[config.mk]
export PLATFORM = sky130hd
export DESIGN_NAME = lfsr_gen
export DESIGN_NICKNAME = d
export VERILOG_FILES = /design/src/rtl/lfsr_gen.sv
export SDC_FILE = /design/constraint.sdc
export NUM_CORES = 1
export LEC_CHECK = 0
export ABC_AREA = 1
export CAP_MARGIN = 20
export CELL_PAD_IN_SITES_DETAIL_PLACEMENT = 0
export CELL_PAD_IN_SITES_GLOBAL_PLACEMENT = 2
export CORE_UTILIZATION = 24
export CTS_BUF_LIST = sky130_fd_sc_hd__clkbuf_8
export DETAILED_ROUTE_END_ITERATION = 10
export PLACE_DENSITY_LB_ADDON = 0.1
export RECOVER_POWER = 25
export REMOVE_ABC_BUFFERS = 1
export SLEW_MARGIN = 40
export SYNTH_ARGS = -nofsm -noshare
export SYNTH_HDL_FRONTEND = slang
export SYNTH_SLANG_ARGS = --single-unit
[constraint.sdc]
create_clock -name clk_i -period 1.1 [get_ports clk_i]
set_input_delay 0.11 -clock clk_i [delete_from_list [all_inputs] [get_ports clk_i]]
set_output_delay 0.11 -clock clk_i [all_outputs]
set_load 0.02 [all_outputs]
[src/rtl/lfsr_gen.sv]
// Fibonacci LFSR pseudo-random source with run-time seed load, zero-load
// recovery, counted bursts and a period-wrap pulse. With the default
// parameters it reproduces the legacy 4-bit sequence (x^4 + x^3 + 1).
//
// state | meaning
// IDLE  | steps only when en_i is high; accepts start_i
// BURST | steps every cycle until the remaining-step count runs out
module lfsr_gen #(
  parameter int unsigned            WIDTH = 4,
  parameter logic [WIDTH-1:0]       TAPS  = 4'b1100,
  parameter logic [WIDTH-1:0]       SEED  = 4'b0001,
  parameter int unsigned            CNT_W = 8
) (
  input  logic             clk_i,
  input  logic             rst_ni,
  input  logic             en_i,
  input  logic             load_i,
  input  logic [WIDTH-1:0] load_val_i,
  input  logic             start_i,
  input  logic [CNT_W-1:0] burst_len_i,
  output logic [WIDTH-1:0] data_o,
  output logic             fb_o,
  output logic             busy_o,
  output logic             done_o,
  output logic             wrap_o,
  output logic             lockup_o
);

  typedef enum logic [0:0] {
    IDLE  = 1'b0,
    BURST = 1'b1
  } state_e;

  state_e           state_q, state_d;
  logic [WIDTH-1:0] sreg_q, sreg_d;
  logic [CNT_W-1:0] rem_q, rem_d;
  logic             done_q, done_d;
  logic             wrap_q, wrap_d;
  logic             lockup_q, lockup_d;

  logic             fb;
  logic [WIDTH-1:0] sreg_next;
  logic             step;

  assign fb        = ^(sreg_q & TAPS);
  assign sreg_next = {sreg_q[WIDTH-2:0], fb};

  // Next-state logic: load overrides everything, then start, then en.
  always_comb begin
    state_d  = state_q;
    sreg_d   = sreg_q;
    rem_d    = rem_q;
    done_d   = 1'b0;
    wrap_d   = 1'b0;
    lockup_d = 1'b0;
    step     = 1'b0;

    if (load_i) begin
      // An all-zero value would lock the register up, so substitute SEED.
      if (load_val_i == '0) begin
        sreg_d   = SEED;
        lockup_d = 1'b1;
      end else begin
        sreg_d   = load_val_i;
      end
      state_d = IDLE;
      rem_d   = '0;
    end else begin
      unique case (state_q)
        IDLE: begin
          if (start_i) begin
            if (burst_len_i != '0) begin
              state_d = BURST;
              rem_d   = burst_len_i;
            end else begin
              done_d  = 1'b1;
            end
          end else if (en_i) begin
            step = 1'b1;
          end
        end
        BURST: begin
          step  = 1'b1;
          rem_d = rem_q - CNT_W'(1);
          if (rem_q == CNT_W'(1)) begin
            state_d = IDLE;
            done_d  = 1'b1;
          end
        end
        default: state_d = IDLE;
      endcase
    end

    if (step) begin
      sreg_d = sreg_next;
      wrap_d = (sreg_next == SEED);
    end
  end

  // State, shift register, counter and pulse registers.
  always_ff @(posedge clk_i or negedge rst_ni) begin
    if (!rst_ni) begin
      state_q  <= IDLE;
      sreg_q   <= SEED;
      rem_q    <= '0;
      done_q   <= 1'b0;
      wrap_q   <= 1'b0;
      lockup_q <= 1'b0;
    end else begin
      state_q  <= state_d;
      sreg_q   <= sreg_d;
      rem_q    <= rem_d;
      done_q   <= done_d;
      wrap_q   <= wrap_d;
      lockup_q <= lockup_d;
    end
  end

  assign data_o   = sreg_q;
  assign fb_o     = fb;
  assign busy_o   = (state_q == BURST);
  assign done_o   = done_q;
  assign wrap_o   = wrap_q;
  assign lockup_o = lockup_q;

endmodule

Word level (Yosys, flattened, before mapping) --
Cells that the tools add are included.
Storage, ports and cells: bits in registers 16, input port bits 17, output and inout bits 9, logic and storage cells 41
Operators by class: add/sub/neg operators 1, equal/unequal tests 4, multiplexer cells 24, bitwise logic cells 1, reduce and logical (&&, ||, !) cells 5
Operators with widths (count):
- $mux W8 | 3
- $pmux W8 S2 | 1
- $mux W1 | 14
- $mux W4 | 3
- $eq A8 B1 Y1 const B | 1
- $reduce_bool A8 Y1 | 1
- $sub A8 B1 Y8 const B | 1
- $ne A3 B3 Y1 const B | 2
- $pmux W1 S2 | 3
- $eq A4 B1 Y1 const B | 1
- $logic_not A4 Y1 | 1
- $reduce_xor A4 Y1 | 1
- $reduce_and A2 Y1 | 1
- $reduce_bool A2 Y1 | 1
- $not A1 Y1 | 1

Depth between registers and ports, before layout --
Gate-level depths: netlist (run 1).
depth after elaboration 5, gate-level depth with buffers 9, mapped depth without buffers 9

Worst setup path after synthesis (run 1) --
OpenSTA, ideal clock, no wires.
path type flip-flop to flip-flop, from reg sreg_q[2], in the netlist data_o[2], to reg wrap_q, in the netlist wrap_o, setup time 96 ps, arrival time 1202 ps, setup slack -198 ps, stages on the path, launching flop included 4, path buffers 0, cells stage by stage dfrtp_1 xor2_1 nand2_1 nor4_2
On the way: word-level cells in the longest chain between the ends 3
RTL lines:
- from (decl) | line 35 | logic [WIDTH-1:0] sreg_q, sreg_d;
- from (signal assigned) | line 111 | sreg_q <= sreg_d;
- $reduce_xor A4 Y1 | line 45 | assign fb = ^(sreg_q & TAPS);
- net fb_o | line 22 | output logic fb_o,
- $eq A4 B1 Y1 | line 96 | wrap_d = (sreg_next == SEED);
- $mux W1 | line 94 | if (step) begin
- net wrap_d | line 38 | logic wrap_q, wrap_d;
- to (signal assigned) | line 114 | wrap_q <= wrap_d;
- to (decl) | line 38
The timed path passes the listed nets, and every way through them passes these cells. A chain may end at the register's enable or synchronous reset.

Worst setup path after layout (run 1) --
from reg rem_q[1], to reg rem_q[4]
On the way: word-level cells in the longest chain between the ends 3
RTL lines:
- from (decl) | line 36 | logic [CNT_W-1:0] rem_q, rem_d;
- from (signal assigned) | line 112 | rem_q <= rem_d;
- $sub A8 B1 Y8 | line 84 | rem_d = rem_q - CNT_W'(1);
- $pmux W8 S2 | line 69 | unique case (state_q)
- $mux W8 | line 58 | if (load_i) begin
Every way passes these cells.

==> run metrics, run 1 <==
outcome finished with violations; failing checks negative setup slack; CP Max Fanout 5; gr usage total 0.159; clock network fraction of design power 0.218; H-tree Lvls 1; DP Area 1520 um^2; FF+latch area 403 um^2; Max clock buf depth 2; register area share after synthesis 0.403; Worst setup SP type flip-flop; Antenna Cells 0; Core ar. 4000 um^2; HP Class input port to asynchronous set/reset pin; Unique masters post-synth 26; Crit path required time 1.28 ns; Starting Density 0.249; YS warnings 0; Max rail drop VDD 0.497 mV; final antenna-violating net count 0; initial antenna violation count 0; average wire per standard cell 12.3 um; die height 66.4 um; share of the synthesized area in the top cell type 0.377; Placed Cells 245; Max Cap Viol 0; die span in x 66.4 um; sequential share of power 0.341; CP Capture Type flip-flop; Setup TNS Final -0.544 ns; LEAKAGE 0.861 nW; Psw 0.709 mW; Final Non-Filler Cells 254; 1st-pass router iterations 4; slew margin rel. 0.718; # IOs 26; Vias 1,148; Synth Instances 142; area delta synth->final 76.3%; final hold slack 0.323 ns; area occupied by multi-input gates 687 um^2; latest clock arrival within the worst-skew pair 0.24 ns; clk sink count 16; Iteration-0 DRC Markers 23; pin count of the biggest net entering global routing 17; filler instances 433; port bufs 25; layout cells sized above 1 0.412; vias per cell 4.52; Yosys reg bits 16; Gate power share 0.441; final RePlAce weighted congestion 0.735; Tmin final 1.23 ns; fin nets 224; row count 23; Slew Limit Fails 0; fin util 0.439; count of final hold-check violations 0; CP Class flip-flop to flip-flop; most frequent cells in the layout 45 x nand2_1, 29 x buf_4, 14 x dfrtp_1; vias in the first global route 1,129; hold_buf cts 0; Synth area leaders dfrtp_1 38%, nand2_1 20%, nor2_1 6.8%; Highest Clock Rate 814 MHz; pre-CTS setup slack -0.374 ns; half-perimeter wire length after placement 2450 um; clk root buf clkbuf_8; TritonCTS Buffers 3; endpoints failing setup 9; CTS tree done; worst slew pin tran 0.423 ns; Cell Pwr Density 1170 nW/um^2; Tot Pwr 2.05 mW; area leader, netlist dfrtp_1; syn avg cell area 7.01 um^2; Post-Route Skew 0.00378 ns; Internal Dissipation 1.34 mW; total grt overflow 0; first-pass GRT wire length 5110 um; Cell Area, Synth 996 um^2; Clock transition at path regs 0.07 ns; unrepaired setup endpoints after global routing true; fin worst setup slack -0.129 ns; WP data arrival 1.41 ns; leading cell type in the layout, fill and taps excluded nand2_1; drt total wl 3140 um; Switching Fraction 0.346; Final Instance Area 1760 um^2; die area 4410 um^2; Final period util 1.12; final routed DRC violation total 0
-- path summary, 6_finish.rpt --
kind                                  startpoint               endpoint  slack (ns)  depth (start not counted)
min in group clk_i                burst_len_i[6]   rem_q[6]$_DFFE_PN0P_        0.38                          5
min                                       rst_ni   rem_q[0]$_DFFE_PN0P_        0.32                          2
min reg2reg                data_o[1]$_DFFE_PN0P_       wrap_o$_DFF_PN0_        0.54                          2
max                         rem_q[1]$_DFFE_PN0P_   rem_q[4]$_DFFE_PN0P_       -0.13                          9
max in group asynchronous                 rst_ni  data_o[0]$_DFFE_PN1P_        0.45                          2
max reg2reg                 rem_q[1]$_DFFE_PN0P_   rem_q[4]$_DFFE_PN0P_       -0.13                          9
-- registers in the layout (all words and copies together), names as in the netlist --
name	flops
data_o	4
lockup_o	1
busy_o	1
done_o	1
rem_q	8
wrap_o	1
-- synthesized netlist by cell type --
library cell  count
a21oi_1           2
ha_1              2
nand3_2           2
nor4_2            1
nor2_2            1
inv_1             8
o2111ai_1         1
buf_2             1
inv_2             4
nand2_2           1
buf_4             1
dfrtp_1          15
o21ai_1           5
or2_2             2
nand3_1           9
nand2_1          53
nand4_1           3
o21ai_0           5
dfstp_2           1
xor2_1            2
a31oi_1           1
nor2_1           18
mux2i_1           1
o21a_1            1
nor3_1            1
a21oi_2           1
-- cells by family (layout without fill, tap and decap cells) --
family                     Yosys count  after routing  synth area share
muxes                                1              1            0.0101
and+or+nand+nor                     91             91             0.394
adders and majority gates            2              2            0.0251
AOI/OAI and AO/OA                   16             16            0.0917
buffers and inverters               14             76            0.0578
xor gates and xnor gates             2              2            0.0176
DFF                                 16             16             0.403
-- worst max-delay path, stage by stage (launching register included) --
cell and delay, ns:
dfrtp_1 0.39, inv_2 0.08, buf_6 0.09, ha_4 0.15, nand2_1 0.06, o21ai_1 0.13
nand3_1 0.10, nand2_1 0.07, nand2_1 0.05, nand2_1 0.05
-- layout make-up --
cell class | count | area share
flip-flops and latches | 16 | 0.230
well taps | 50 | 0.0356
clock inverters | 1 | 0.00214
clock buffers | 3 | 0.0235
inverters | 12 | 0.0271
multi-input cells | 112 | 0.391
repair buffers | 60 | 0.291
-- what timing repair did --
item                       in CTS  in global routing
pin swaps                      16                 16
resized for setup              67                 15
setup buffers                   4                  1
setup endpoints to repair      23                 16
-- power groups by stage --
stage               clock (mW)  sequential (mW)  combinational (mW)
finish                   0.445            0.698               0.902
global route             0.495            0.709               0.975
CTS                      0.466            0.699               0.854
detailed placement           0            0.702               0.744
global placement             0            0.702               0.741
floorplan                    0            0.761               0.278
-- per-layer routing --
layer / track usage / vias to the layer above / share of wire
met1: 0.172 / 537 / 0.41
li1: - / 581 / -
met5: 0 / - / 0
met4: 0.0718 / 0 / 0.022
met2: 0.304 / 24 / 0.53
met3: 0.0190 / 6 / 0.031
Power figures use the tool's default switching activity.
==> inputs of run 2 (changes only) <==
--- a/config.mk
+++ b/config.mk
@@ -5,11 +5,10 @@
 export SDC_FILE = /design/constraint.sdc
 export NUM_CORES = 1
 export LEC_CHECK = 0
-export ABC_AREA = 1
 export CAP_MARGIN = 20
 export CELL_PAD_IN_SITES_DETAIL_PLACEMENT = 0
 export CELL_PAD_IN_SITES_GLOBAL_PLACEMENT = 2
-export CORE_UTILIZATION = 24
+export CORE_UTILIZATION = 26
 export CTS_BUF_LIST = sky130_fd_sc_hd__clkbuf_8
 export DETAILED_ROUTE_END_ITERATION = 10
 export PLACE_DENSITY_LB_ADDON = 0.1
==> constraint.sdc (replaced) <==
create_clock -name clk_i -period 1.1 [get_ports clk_i]
set_input_delay 0.11 -clock clk_i [delete_from_list [all_inputs] [get_ports clk_i]]
set_output_delay 0.11 -clock clk_i [all_outputs]
set_load 0.1 [all_outputs]
==> run metrics, run 2 <==
WP data arrival 1.24 ns; fin util 0.622; gr usage total 0.176; Unique masters post-synth 24; unrepaired setup endpoints after global routing true; worst slew pin tran 0.423 ns; fin nets 180; Clock transition at path regs 0.07 ns; die height 60.2 um; CP peak stage delay 0.39 ns; failing checks negative setup slack; 1st-pass router iterations 4; share of the synthesized area in the top cell type 0.427; worst r2r dst rem_q[7]$_DFFE_PN0P_; layout cells sized above 1 0.681; CP Cell Sequence buf_6 > xor2_2 > buf_4 > buf_12; clk root buf clkbuf_8; syn avg cell area 10.5 um^2; first-pass GRT wire length 4600 um; die area 3620 um^2; HP Class input port to flip-flop; H-tree Lvls 1; RR Startpoint rem_q[0]$_DFFE_PN0P_; most frequent cell after synthesis dfrtp_1; area leader, netlist dfrtp_1; LEAKAGE 0.838 nW; sum of buffers and inverters on the critical path 3; # IOs 26; area delta synth->final 121%; port bufs 25; Synth Instances 84; drt total wl 3060 um; die span in x 60.2 um; Hold EP rem_q[7]$_DFFE_PN0P_; Post-synth EDFFs 0; Crit path required time 0.99 ns; row count 20; TritonCTS Buffers 3; Worst setup SP type flip-flop; leading cell type in the layout, fill and taps excluded buf_4; Final period util 1.23; Max clock buf depth 2; Cell Pwr Density 1230 nW/um^2; max reg flops 8; final RePlAce weighted congestion 0.804; HP Start burst_len_i[7]; slowest CP cell dfrtp_1; r2r setup slk -0.23 ns; total grt overflow 0; Critical path origin data_o[3]$_DFFE_PN0P_; endpoints failing setup 20; Async S/R FF share, synth 1.00; outcome finished with violations; vias per cell 4.83; main flop type after synthesis dfrtp_1; fin worst setup slack -0.250 ns; CTS tree done; CP Class flip-flop to output pin; delay-heaviest family, CP buffers and inverters; count of final hold-check violations 0; latest clock arrival within the worst-skew pair 0.25 ns; Synth area leaders dfrtp_1 43%, a221oi_1 8.0%, a211oi_1 7.7%; final antenna-violating net count 0; Starting Density 0.281; Tmin final 1.35 ns; initial antenna violation count 0; Core ar. 3130 um^2; pin count of the biggest net entering global routing 21; Max Cap Viol 0; CP Max Fanout 3; most frequent cells in the layout 39 x buf_4, 14 x buf_6, 13 x dfrtp_1; Tot Pwr 2.39 mW; largest reg by FF count rem_q; clk sink count 16; Iteration-0 DRC Markers 22; hold_buf cts 0; Post-synth top cells 15 x dfrtp_1, 9 x a211oi_1, 8 x a221oi_1; average wire per standard cell 15.0 um; final routed DRC violation total 0; Max rail drop VDD 0.573 mV; Slew Limit Fails 0; Cell Area, Synth 880 um^2; half-perimeter wire length after placement 1860 um; vias in the first global route 949; Yosys reg bits 16; Highest Clock Rate 741 MHz; register area share after synthesis 0.457; worst hold path depth 4; YS warnings 0; number of cells on the worst reg-to-reg path 5; Post-Route Skew 0.00322 ns; Vias 986; slew margin rel. 0.718; CP Capture Type output pin; Antenna Cells 0
==> run 2: cell count changes after synthesis, sizes merged, moves of 3 or more <==
| cell | previous run | this run |
|---|---|---|
| inv | 12 | 4 |
| a211oi | 0 | 9 |
| nand2 | 54 | 6 |
| nand3 | 11 | 0 |
| nand4 | 3 | 0 |
| nor2 | 19 | 2 |
| mux2i | 1 | 4 |
| clkbuf | 0 | 4 |
| xnor2 | 0 | 3 |
| a221oi | 0 | 8 |
| o21ai | 10 | 7 |
==> run 2: what timing repair did <==
| action | CTS | global route |
|---|---|---|
| buffers inserted | 10 | 9 |
| gates cloned | 1 | 0 |
| resized for setup | 66 | 28 |
| endpoints found under the setup margin | 18 | 19 |
| pin swaps | 19 | 20 |
==> run 2: layout make-up <==
type	instances	area, um^2
sequential	16	404
timing repair buffer	76	761
tap	44	55.1
clock inverter	1	3.75
multi-input combinational	60	663
clock buffer	3	41.3
fill	252	1180
inverter	4	17.5
==> run 2: how the worst max path moves through the flow <==
stage / end / slack, ns / cells past startpoint
finish: fb_o / -0.25 / 4
global route: fb_o / -0.29 / 4
CTS: fb_o / -0.25 / 4
detailed placement: rem_q[7]$_DFFE_PN0P_ / -0.80 / 5
global placement: rem_q[1]$_DFFE_PN0P_ / -0.75 / 5
floorplan: data_o[0]$_DFFE_PN1P_ / -1.81 / 3
==> run 2: kinds of logic (layout without fill, tap and decap cells) <==
| group | after synthesis | after routing | synth area share |
|---|---|---|---|
| xor gates and xnor gates | 7 | 7 | 0.0697 |
| buffers and inverters | 9 | 84 | 0.0398 |
| DFF | 16 | 16 | 0.457 |
| muxes | 4 | 4 | 0.0455 |
| AOI/OAI and AO/OA | 26 | 27 | 0.225 |
| adders and majority gates | 2 | 2 | 0.0284 |
| and+or+nand+nor | 20 | 20 | 0.135 |
==> run 2: worst register-to-register path: stages, from the launching register on <==
cell	delay [ns]
dfrtp_2	0.45
buf_6	0.15
nor3_4	0.20
nand2_2	0.10
xor2_2	0.16
a211oi_2	0.19
==> run 2: where the power goes <==
group,internal (mW),switching (mW)
clock network,0.248,0.215
registers,0.648,0.0675
logic,0.605,0.611
==> run 2: through the flow <==
stage | hold WS (ns) | setup WS, ns | area (um^2) | setup TNS (ns) | cells
final | 0.292 | -0.250 | 1950 | -2.35 | 204
after global routing | 0.318 | -0.293 | 1950 | -3.24 | 204
after CTS | 0.190 | -0.247 | 1770 | -2.41 | 197
after detailed placement | 0.453 | -0.797 | 1530 | -9.42 | 183
after global placement | 0.461 | -0.749 | 1530 | -9.16 | 183
after floorplan | -0.186 | -1.81 | 860 | -11.95 | 79
==> run 2: metal layers <==
layer | GRT usage | vias up | wire length [um]
li1 | - | 474 | -
met1 | 0.223 | 482 | 1360
met2 | 0.292 | 23 | 1550
met3 | 0.0411 | 7 | 112
met4 | 0.0532 | 0 | 41
met5 | 0 | - | 0
